--- src/rtl/ps2_kbd_pkg.sv ---
// ---------------------------------------------------------------------------
// ps2_kbd_pkg
// Shared constants and types for the PS/2 to ZX Spectrum keyboard bridge:
//   - PS/2 prefix and self-test (BAT) byte codes
//   - matrix positions of the two shift keys (CS, SS)
//   - receiver frame state enum
//   - key_pos_t: result of a scan-code lookup
// ---------------------------------------------------------------------------
package ps2_kbd_pkg;

    localparam logic [7:0] CODE_EXT      = 8'hE0;
    localparam logic [7:0] CODE_REL      = 8'hF0;
    localparam logic [7:0] CODE_BAT_OK   = 8'hAA;
    localparam logic [7:0] CODE_BAT_FAIL = 8'hFC;

    // Caps Shift sits at row 0 column 0, Symbol Shift at row 7 column 1.
    localparam logic [2:0] CS_ROW = 3'd0;
    localparam logic [2:0] CS_COL = 3'd0;
    localparam logic [2:0] SS_ROW = 3'd7;
    localparam logic [2:0] SS_COL = 3'd1;

    typedef enum logic [1:0] {
        RX_IDLE,
        RX_DATA,
        RX_PARITY,
        RX_STOP
    } rx_state_t;

    typedef struct packed {
        logic       hit;
        logic [2:0] row;
        logic [2:0] col;
    } key_pos_t;

endpackage

--- src/rtl/ps2_rx.sv ---
// ---------------------------------------------------------------------------
// ps2_rx
// PS/2 device-to-host byte receiver.
//   clk14, rst      : system clock, synchronous active-high reset
//   ps2_clk/ps2_dat : raw asynchronous PS/2 lines
//   byte_valid      : one-cycle pulse with byte_data holding a good byte
//   byte_data       : received byte (LSB first on the wire)
//   rx_error        : one-cycle pulse when a frame is discarded
// Parameters: FILTER_LEN (equal samples to accept a clock level),
//             TIMEOUT_CYC (max cycles between clock falls inside a frame).
// ---------------------------------------------------------------------------
module ps2_rx
    import ps2_kbd_pkg::*;
#(
    parameter int FILTER_LEN  = 8,
    parameter int TIMEOUT_CYC = 14000
) (
    input  logic       clk14,
    input  logic       rst,
    input  logic       ps2_clk,
    input  logic       ps2_dat,
    output logic       byte_valid,
    output logic [7:0] byte_data,
    output logic       rx_error
);

    localparam int FW = $clog2(FILTER_LEN + 1);
    localparam int TW = $clog2(TIMEOUT_CYC + 1);

    logic [1:0]    clk_sync;
    logic [1:0]    dat_sync;
    logic          clk_filt;
    logic [FW-1:0] flt_cnt;
    logic          strobe;
    rx_state_t     state;
    logic [2:0]    bit_cnt;
    logic [7:0]    shift;
    logic [TW-1:0] gap_cnt;

    // The filtered clock is about to fall this cycle: that is the bit strobe.
    assign strobe = clk_filt && !clk_sync[1] && (flt_cnt == FW'(FILTER_LEN - 1));

    // NOTE: sequential state uses non-blocking assignments only, so every
    // register samples the pre-edge values of its neighbours.
    always_ff @(posedge clk14) begin
        if (rst) begin
            clk_sync   <= 2'b11;
            dat_sync   <= 2'b11;
            clk_filt   <= 1'b1;
            flt_cnt    <= '0;
            state      <= RX_IDLE;
            bit_cnt    <= '0;
            shift      <= '0;
            gap_cnt    <= '0;
            byte_valid <= 1'b0;
            byte_data  <= '0;
            rx_error   <= 1'b0;
        end else begin
            clk_sync   <= {clk_sync[0], ps2_clk};
            dat_sync   <= {dat_sync[0], ps2_dat};
            byte_valid <= 1'b0;
            rx_error   <= 1'b0;

            // Level filter: a new clock level must persist FILTER_LEN samples.
            if (clk_sync[1] == clk_filt) begin
                flt_cnt <= '0;
            end else if (flt_cnt == FW'(FILTER_LEN - 1)) begin
                clk_filt <= clk_sync[1];
                flt_cnt  <= '0;
            end else begin
                flt_cnt <= flt_cnt + 1'b1;
            end

            if (state == RX_IDLE || strobe) gap_cnt <= '0;
            else                            gap_cnt <= gap_cnt + 1'b1;

            case (state)
                RX_IDLE: begin
                    if (strobe && !dat_sync[1]) begin
                        state   <= RX_DATA;
                        bit_cnt <= '0;
                    end
                end
                RX_DATA: begin
                    if (strobe) begin
                        shift   <= {dat_sync[1], shift[7:1]};
                        bit_cnt <= bit_cnt + 3'd1;
                        if (bit_cnt == 3'd7) state <= RX_PARITY;
                    end
                end
                RX_PARITY: begin
                    if (strobe) begin
                        // Odd parity: data plus parity bit hold an odd count of ones.
                        if (^{shift, dat_sync[1]}) begin
                            state <= RX_STOP;
                        end else begin
                            rx_error <= 1'b1;
                            state    <= RX_IDLE;
                        end
                    end
                end
                RX_STOP: begin
                    if (strobe) begin
                        if (dat_sync[1]) begin
                            byte_valid <= 1'b1;
                            byte_data  <= shift;
                        end else begin
                            rx_error <= 1'b1;
                        end
                        state <= RX_IDLE;
                    end
                end
                default: state <= RX_IDLE;
            endcase

            // A stalled frame is abandoned; this overrides the case above.
            if (state != RX_IDLE && !strobe && gap_cnt == TW'(TIMEOUT_CYC - 1)) begin
                rx_error <= 1'b1;
                state    <= RX_IDLE;
            end
        end
    end

endmodule

--- src/rtl/ps2_zx_keyboard.sv ---
// ---------------------------------------------------------------------------
// ps2_zx_keyboard
// PS/2 (scan set 2) keyboard to ZX Spectrum 8x5 key matrix.
//   clk14, rst : system clock, synchronous active-high reset
//   ps2_clk    : raw PS/2 clock        ps2_dat : raw PS/2 data
//   addr_hi    : CPU A15..A8, a 0 bit selects that half-row (A8 = row 0)
//   kd         : active-low column data, registered
//   key_reset  : high while Ctrl, Alt and Del are all held, registered
//   rx_error   : one-cycle pulse per discarded frame
// Optional build macro PS2_EXTENDED_KEYS_EN adds virtual keys: Backspace
// (CS+0) and the four arrows (CS+5..8), each held in its own bit and ORed
// into the matrix.
// ---------------------------------------------------------------------------
module ps2_zx_keyboard
    import ps2_kbd_pkg::*;
#(
    parameter int CLK_FREQ   = 14_000_000,
    parameter int FILTER_LEN = 8,
    parameter int TIMEOUT_US = 1000
) (
    input  logic       clk14,
    input  logic       rst,
    input  logic       ps2_clk,
    input  logic       ps2_dat,
    input  logic [7:0] addr_hi,
    output logic [4:0] kd,
    output logic       key_reset,
    output logic       rx_error
);

    localparam int TIMEOUT_CYC = CLK_FREQ / 1_000_000 * TIMEOUT_US;

    logic            byte_valid;
    logic [7:0]      byte_data;
    logic            rel_flag;
    logic            ext_flag;
    logic            ctrl_held;
    logic            alt_held;
    logic            del_held;
    logic [7:0][4:0] pressed;
    logic [7:0][4:0] virt_matrix;
    logic [7:0][4:0] matrix;
    logic [4:0]      col_or;
    logic            clear_all;
    logic            key_event;
    key_pos_t        kp;

    ps2_rx #(
        .FILTER_LEN (FILTER_LEN),
        .TIMEOUT_CYC(TIMEOUT_CYC)
    ) u_rx (
        .clk14     (clk14),
        .rst       (rst),
        .ps2_clk   (ps2_clk),
        .ps2_dat   (ps2_dat),
        .byte_valid(byte_valid),
        .byte_data (byte_data),
        .rx_error  (rx_error)
    );

    function automatic key_pos_t at(input int r, input int c);
        return '{hit: 1'b1, row: 3'(r), col: 3'(c)};
    endfunction

    // {ext, code} to matrix position. Both Ctrl keys land on SS.
    function automatic key_pos_t lookup(input logic ext, input logic [7:0] code);
        key_pos_t p;
        p = '{hit: 1'b0, row: 3'd0, col: 3'd0};
        if (code == 8'h14) begin
            p = '{hit: 1'b1, row: SS_ROW, col: SS_COL};
        end else if (!ext) begin
            case (code)
                8'h12, 8'h59: p = '{hit: 1'b1, row: CS_ROW, col: CS_COL};
                8'h1A: p = at(0, 1);  8'h22: p = at(0, 2);
                8'h21: p = at(0, 3);  8'h2A: p = at(0, 4);
                8'h1C: p = at(1, 0);  8'h1B: p = at(1, 1);
                8'h23: p = at(1, 2);  8'h2B: p = at(1, 3);  8'h34: p = at(1, 4);
                8'h15: p = at(2, 0);  8'h1D: p = at(2, 1);
                8'h24: p = at(2, 2);  8'h2D: p = at(2, 3);  8'h2C: p = at(2, 4);
                8'h16: p = at(3, 0);  8'h1E: p = at(3, 1);
                8'h26: p = at(3, 2);  8'h25: p = at(3, 3);  8'h2E: p = at(3, 4);
                8'h45: p = at(4, 0);  8'h46: p = at(4, 1);
                8'h3E: p = at(4, 2);  8'h3D: p = at(4, 3);  8'h36: p = at(4, 4);
                8'h4D: p = at(5, 0);  8'h44: p = at(5, 1);
                8'h43: p = at(5, 2);  8'h3C: p = at(5, 3);  8'h35: p = at(5, 4);
                8'h5A: p = at(6, 0);  8'h4B: p = at(6, 1);
                8'h42: p = at(6, 2);  8'h3B: p = at(6, 3);  8'h33: p = at(6, 4);
                8'h29: p = at(7, 0);  8'h3A: p = at(7, 2);
                8'h31: p = at(7, 3);  8'h32: p = at(7, 4);
                default: p = '{hit: 1'b0, row: 3'd0, col: 3'd0};
            endcase
        end
        return p;
    endfunction

    assign kp        = lookup(ext_flag, byte_data);
    assign clear_all = byte_valid && (byte_data == CODE_BAT_OK || byte_data == CODE_BAT_FAIL);
    assign key_event = byte_valid && !clear_all
                       && byte_data != CODE_EXT && byte_data != CODE_REL;

`ifdef PS2_EXTENDED_KEYS_EN
    // [0] Backspace, [1] left, [2] down, [3] up, [4] right.
    logic [4:0] virt;
    logic [4:0] virt_hit;

    // NOTE: every combinational output gets a default first, so no path
    // leaves it unassigned and no latch is inferred.
    always_comb begin
        virt_hit = '0;
        if (!ext_flag && byte_data == 8'h66) virt_hit[0] = 1'b1;
        if (ext_flag) begin
            case (byte_data)
                8'h6B:   virt_hit[1] = 1'b1;
                8'h72:   virt_hit[2] = 1'b1;
                8'h75:   virt_hit[3] = 1'b1;
                8'h74:   virt_hit[4] = 1'b1;
                default: virt_hit    = '0;
            endcase
        end
    end

    always_ff @(posedge clk14) begin
        if (rst || clear_all) virt <= '0;
        else if (key_event)   virt <= rel_flag ? (virt & ~virt_hit) : (virt | virt_hit);
    end

    always_comb begin
        virt_matrix                 = '0;
        virt_matrix[CS_ROW][CS_COL] = |virt;
        virt_matrix[4][0]           = virt[0];
        virt_matrix[3][4]           = virt[1];
        virt_matrix[4][4]           = virt[2];
        virt_matrix[4][3]           = virt[3];
        virt_matrix[4][2]           = virt[4];
    end
`else
    assign virt_matrix = '0;
`endif

    assign matrix = pressed | virt_matrix;

    always_comb begin
        col_or = '0;
        for (int r = 0; r < 8; r++) begin
            if (!addr_hi[r]) col_or = col_or | matrix[r];
        end
    end

    // The matrix is a small register bank, not a RAM, so it is cleared by reset.
    always_ff @(posedge clk14) begin
        if (rst) begin
            pressed   <= '0;
            rel_flag  <= 1'b0;
            ext_flag  <= 1'b0;
            ctrl_held <= 1'b0;
            alt_held  <= 1'b0;
            del_held  <= 1'b0;
            kd        <= 5'b11111;
            key_reset <= 1'b0;
        end else begin
            kd        <= ~col_or;
            key_reset <= ctrl_held & alt_held & del_held;

            if (rx_error) begin
                rel_flag <= 1'b0;
                ext_flag <= 1'b0;
            end else if (byte_valid) begin
                if (byte_data == CODE_EXT) begin
                    ext_flag <= 1'b1;
                end else if (byte_data == CODE_REL) begin
                    rel_flag <= 1'b1;
                end else begin
                    rel_flag <= 1'b0;
                    ext_flag <= 1'b0;
                end
            end

            if (clear_all) begin
                pressed   <= '0;
                ctrl_held <= 1'b0;
                alt_held  <= 1'b0;
                del_held  <= 1'b0;
            end else if (key_event) begin
                if (kp.hit) pressed[kp.row][kp.col] <= !rel_flag;
                if (byte_data == 8'h14)             ctrl_held <= !rel_flag;
                if (byte_data == 8'h11)             alt_held  <= !rel_flag;
                if (ext_flag && byte_data == 8'h71) del_held  <= !rel_flag;
            end
        end
    end

endmodule

--- config.mk ---
export PLATFORM = sky130hd
export DESIGN_NAME = ps2_zx_keyboard
export DESIGN_NICKNAME = d
export VERILOG_FILES = /design/src/rtl/ps2_kbd_pkg.sv /design/src/rtl/ps2_rx.sv /design/src/rtl/ps2_zx_keyboard.sv
export SDC_FILE = /design/constraint.sdc
export NUM_CORES = 1
export LEC_CHECK = 0
export ABC_AREA = 1
export CAP_MARGIN = 20
export CORE_ASPECT_RATIO = 2
export CORE_MARGIN = 1.5
export CORE_UTILIZATION = 50
export CTS_BUF_LIST = sky130_fd_sc_hd__clkbuf_4
export DETAILED_ROUTE_END_ITERATION = 8
export DONT_BUFFER_PORTS = 1
export SLEW_MARGIN = 40
export SYNTH_ARGS = -nofsm -noshare
export SYNTH_HDL_FRONTEND = slang
export SYNTH_HIERARCHICAL = 1
export SYNTH_SLANG_ARGS = --single-unit
--- constraint.sdc ---
create_clock -name clk14 -period 6.45 [get_ports clk14]
set_input_delay 1.29 -clock clk14 [delete_from_list [all_inputs] [get_ports clk14]]
set_output_delay 1.29 -clock clk14 [all_outputs]
set_load 0.05 [all_outputs]
==> flow_summary.yaml, run 1 <==
status:
  status: "complete, no violations"
power:
  combPwrFrac_pct: 2.1
  p_int_uw: 738
  netSwitchingPower_uw: 244
  ir_worst_vdd_mv: 0.189
  p_leak_nw: 2.25
  clkPwrFrac_pct: 36.6
  powerDensity_nw_per_um2: 180
  swShare_pct: 24.8
  pwr-share-seq_pct: 61.3
  power.total_uw: 981
drt:
  drt_wl_total_um: 13700
  drtPass1Iterations: 4
  drtAntennaViolNets: 0
  vias: 4785
  drtIter0Drc: 212
  wl_per_cell_um: 15.0
  drc: 0
  via_per_inst: 5.25
yosys:
  synth_nets: 803
  ys_seq_area_share_pct: 37.2
  synth_edf_count: 0
  ys.flop_type: "dfxtp_1"
  synth.distinct_cells: 41
  synthArstFlopShare_pct: 0
  ys_ff_latch: 97
  yosysWarnings: 6
  postSynthAreaPerCell_um2: 6.69
  netlist_area_um2: 5220
  synthCells: 780
clock_tree:
  clk_latency_ns: 0.47
  cts_buffers: 9
  cts_hold_buf: 0
  clockBufferDepth: 2
  cts_setup_buffers: 0
  cts_tree: "built"
  h-tree-depth: 3
  cts-root-buf: "clkbuf_4"
  clock_sinks: 97
  clkTransAtPathRegs_ns: 0.17
  postCtsResizedCells: 0
cells_and_area:
  final_nets: 794
  ff_latch_area_um2: 1940
  multi_input_area_um2: 2800
  final_util_pct: 53.6
  final_area_um2: 5440
  n_fill_cell: 1091
  area_growth_pct: 4.29
  drive_gt1_share_pct: 8.12
grt:
  grt_pass1_wl_um: 21800
  antenna_found_initial: 1
  grt.overflow.total: 0
  grt_pass1_vias: 4686
  gr-usage-all-layers_pct: 26.2
  grt_max_degree: 43
timing:
  final.setup.worst_slack_ns: 3.70
  setup_viol: 0
  worstMarginPinSlew_ns: 0.764
  relSlewSlack_pct: 49.1
  fmax_ghz: 0.363
  rsz0062_at_grt: "no"
  finalClockSkew_ns: 0.0248
  finalSetupTns_ns: 0
  drv_slew: 0
  fin_crit_ns: 2.75
  hold_viol_final: 0
  period_share_pct: 42.7
min_path:
  hold_class: "reg -> reg"
  whs_path_depth: 1
critical_path:
  cp-start-kind: "register"
  arrival_ns: 3.13
  cp_data_required_time_ns: 6.83
  path_max_fanout: 16
  path_class: "reg -> reg"
  end_kind: "register"
  r2r_cells: 13
placed_design:
  placed_cell_area_um2: 5280
  routabilityCongestion: 0.956
  dp_hpwl_um: 10600
  port_buffers: 0
  dp_slack_ns: 3.72
floorplan:
  row_count: 52
  die_y_um: 147
  design.core.area_um2: 10100
  start_util_pct: 51.4
  dieWidth_um: 75.2
  fp.dieArea_um2: 11100
  io_pins: 19
run:
  cap_violations: 0
[worst max-delay path, stage by stage (launching register included)]
cell and delay, ns:
dfxtp_1 0.58, inv_1 0.17, ha_1 0.35, nand2_1 0.15, nand3_1 0.16, nand3_1 0.08
nand2_1 0.07, nand3_1 0.06, nand2_1 0.11, nand2_1 0.12, nor3_4 0.56, nand3_1 0.14
nand2_1 0.09, nor2_1 0.04
[sequential cells by signal, summed over array words and instances (netlist names), 2 cells and up]
name and count:
u_rx/dat_sync 2, u_rx/byte_data 8, u_rx/gap_cnt 14, u_rx/bit_cnt 3, kd 5, u_rx/shift 8, u_rx/clk_sync 2, u_rx/flt_cnt 4
matrix 40, u_rx/state 2
[synth_stat cells, types with 2 or more instances]
cell	number	area share, %
nand2_1	180	13
nor2_1	108	7.8
dfxtp_1	97	37
inv_1	84	6.0
nand3_1	79	7.6
a21oi_1	73	7.0
o21ai_0	34	3.3
ha_1	11	2.6
nor2_4	9	1.9
inv_2	8	0.58
nand4_1	8	0.96
clkbuf_1	7	0.50
nand2_2	7	0.84
o21ai_1	7	0.67
buf_4	6	0.86
nor3_1	6	0.58
buf_1	5	0.36
nand3_2	5	0.96
a221oi_1	4	0.67
or2_2	4	0.48
buf_6	3	0.65
nand3b_1	3	0.43
nor3_2	3	0.58
o211ai_1	3	0.43
o21a_1	3	0.43
o22ai_1	3	0.36
xnor2_1	3	0.50
clkinv_1	2	0.14
nand4_2	2	0.48
nor2_2	2	0.24
[power groups by stage]
stage	combinational, mW	sequential (mW)	clock (mW)
after floorplan	0.0171	0.614	0
after global placement	0.0206	0.614	0
after detailed placement	0.0210	0.614	0
after CTS	0.0210	0.602	0.370
after global routing	0.0239	0.602	0.395
final	0.0208	0.601	0.359
[cell usage in the layout (no fill, tap or decap), types with 8 or more instances in the layout]
master and n:
nand2_1 180, nor2_1 108, dfxtp_1 97, inv_1 84, nand3_1 79, a21oi_1 72, o21ai_0 34, ha_1 11
nor2_4 9, clkbuf_4 9, inv_2 8, nand4_1 8
[metal layers]
metal | vias to the layer above | share of wire (%) | global-route usage (%)
met5 | - | 0 | 0
met4 | 0 | 8.0 | 20.1
met3 | 58 | 3.3 | 5.04
met2 | 112 | 56 | 48.9
met1 | 2108 | 33 | 22.6
li1 | 2507 | - | -
[stage by stage]
| stage | hold slack [ns] | std cells |
|---|---|---|
| floorplan | 0.389 | 780 |
| global placement | 0.392 | 895 |
| detailed placement | 0.393 | 895 |
| CTS | 0.432 | 911 |
| global route | 0.449 | 912 |
| finish | 0.432 | 912 |
[worst paths after layout]
kind                                         from               end  slack, ns
worst max-delay path            u_rx/byte_data[1]        matrix[39]       3.70
worst min-delay path             u_rx/clk_sync[0]  u_rx/clk_sync[1]       0.43
worst max register to register  u_rx/byte_data[1]        matrix[39]       3.70
worst min register to register   u_rx/clk_sync[0]  u_rx/clk_sync[1]       0.43
[cell type report]
cell class	count	share of cell area, %
inverter	94	6.49
tap	135	3.10
clock buffer	9	1.24
clock inverter	7	1.75
timing repair buffer	2	0.276
sequential	97	35.7
antenna	1	0.0460
multi-input combinational	567	51.4
[cell families after synthesis]
kind of cell	synth area share, %
compound gates	13.6
buf+inv	9.23
flops	37.2
xor+xnor	0.672
simple gates	36.7
fa+ha+maj	2.64
Power figures use the tool's default switching activity.
==> run 2, diff against run 1 <==
PLACE_DENSITY = 0.68   (was default)
clock period = 2.3 ns   (was 6.45 ns; I/O delays follow)
==> run 2 against run 1 <==
Sequential power rose to 2.8 times the previous value. Clock power rose to 2.8 times the previous value. Global-route usage barely moved. Register-to-register slack got worse by 3.6 ns. Clock skew rose by 0.011 ns.
==> flow_summary.yaml, run 2 (synthesis gave the netlist of run 1 again) <==
status:
  status: "complete, no violations"
placed_design:
  port_buffers: 0
  dp_hpwl_um: 10600
  dp_slack_ns: -0.111
  placed_cells: 920
  routabilityCongestion: 0.971
floorplan:
  io_pins: 19
  die_y_um: 147
  design.core.area_um2: 10100
  fp.dieArea_um2: 11100
  start_util_pct: 51.4
  row_count: 52
  dieWidth_um: 75.2
cells_and_area:
  n_fill_cell: 1002
  drive_gt1_share_pct: 16.7
  mostFrequentLayoutCells: "nand2_1, nor2_1, dfxtp_1"
  largest_reg_flops: 40
  area_growth_pct: 13.9
  final_nets: 826
  mostFrequentLayoutCell: "nand2_1"
  fin_cells: 944
  final_util_pct: 58.6
clock_tree:
  clock_sinks: 97
  cts_tree: "built"
  cts_buffers: 9
  clockBufferDepth: 2
  clkTransAtPathRegs_ns: 0.19
  h-tree-depth: 3
  cts-root-buf: "clkbuf_4"
  clk_latency_ns: 0.48
critical_path:
  cp-start-kind: "register"
  cpMostUsedCell: "nand2_1"
  path_max_fanout: 5
  reg2reg_setup_slack_ns: 0.09
  r2r-start: "u_rx/byte_data[0]"
  path_class: "reg -> reg"
  arrival_ns: 2.59
  slowest_stage: "dfxtp_4"
  end_kind: "register"
  r2r_end: "matrix[21]"
  crit_family: "simple AND/OR/NAND/NOR gates"
  cp_num_buf_inv: 2
  cp_data_required_time_ns: 2.68
  path_cells: "buf_4, ha_1, nand2_4, nand3_2, nand3_1, nand2_1, nand2_1, nand2_2, o21ai_2, nand3_4, buf_4, nor2_2, nand2_1, nand2_1, nor2_1"
  critical-path-max-stage-delay_ns: 0.39
  r2r_cells: 15
power:
  power.total_mw: 2.77
  ir_worst_vdd_mv: 0.451
  powerDensity_nw_per_um2: 465
  p_leak_nw: 2.42
run:
  cap_violations: 0
timing:
  worstMarginPinSlew_ns: 0.716
  setup_viol: 0
  fin_crit_ns: 2.21
  final.setup.worst_slack_ns: 0.0887
  rsz0062_at_grt: "yes"
  drv_slew: 0
  period_share_pct: 96.1
  relSlewSlack_pct: 52.3
  fmax_ghz: 0.452
  finalClockSkew_ns: 0.0359
  hold_viol_final: 0
min_path:
  hold_class: "in -> reg"
  whs_endpoint: "key_reset"
  whs_path_depth: 1
  hold_start: "rst"
drt:
  drtIter0Drc: 248
  drtPass1Iterations: 5
  drc: 0
  drtAntennaViolNets: 0
  via_per_inst: 5.46
  wl_per_cell_um: 15.2
  vias: 5150
  drt_wl_total_um: 14300
grt:
  antenna_found_initial: 1
  grt.overflow.total: 0
  grt_pass1_vias: 4830
  gr-usage-all-layers_pct: 26.2
  grt_max_degree: 35
  grt_pass1_wl_um: 22200
-- run 2: cell count changes in the layout (fill, tap and decap cells not counted), moves of 5 or more --
cell and change:
inv_1 -7, buf_12 +5, buf_4 +23, inv_2 +6, nor2_2 +6, nand2_1 -16
nand2_2 +11, nor2_1 -7
-- run 2: report_power, final --
group | switching [mW] | internal [mW]
registers | 0.00131 | 1.68
logic | 0.0419 | 0.0210
clock network | 0.651 | 0.366
-- run 2: metrics by stage --
step	hold WS [ns]	area, µm²	TNS [ns]
detailed placement	0.398	5510	-0.497
global route	0.00152	5940	-0.0428
global placement	0.394	5510	-0.216
finish	0.0208	5940	0
CTS	0.00484	5700	0
floorplan	0.389	5220	0
-- run 2: metal layers --
metal | share of wire (%) | routed length (µm) | track usage (%)
met5 | 0 | 0 | 0
met4 | 5.9 | 846 | 16.1
met3 | 3.2 | 456 | 4.09
met2 | 58 | 8250 | 50.6
met1 | 33 | 4770 | 23.6
-- run 2: area by class of cell --
cell class                 count  area, µm²  share of cell area, %
antenna                        1       2.50                 0.0421
tap                          135        169                   2.84
clock inverter                 7       95.1                   1.60
sequential                    97       1950                   32.8
timing repair buffer          31        298                   5.01
inverter                      94        355                   5.98
clock buffer                   9       67.6                   1.14
multi-input combinational    570       3010                   50.6
-- run 2: how the worst max path moves through the flow --
stage,startpoint,endpoint,slack [ns],depth (start not counted)
2_1_floorplan,u_rx/byte_data[1],matrix[9],0.19,14
3_3_place_gp,u_rx/byte_data[0],matrix[38],-0.08,15
3_5_place_dp,u_rx/byte_data[0],matrix[33],-0.11,15
4_1_cts,u_rx/byte_data[0],matrix[21],0.005,15
5_1_grt,u_rx/byte_data[0],matrix[35],-0.02,15
6_report,u_rx/byte_data[0],matrix[21],0.09,15
-- run 2: timing repair --
action                                  in CTS  in global routing
endpoints found under the setup margin      10                 39
pin swaps                                    0                  7
resized for setup                            6                 54
hold endpoints to repair                     0                  1
cloned                                       0                  3
buffers inserted                             0                  3
hold buffers                                 0                  1
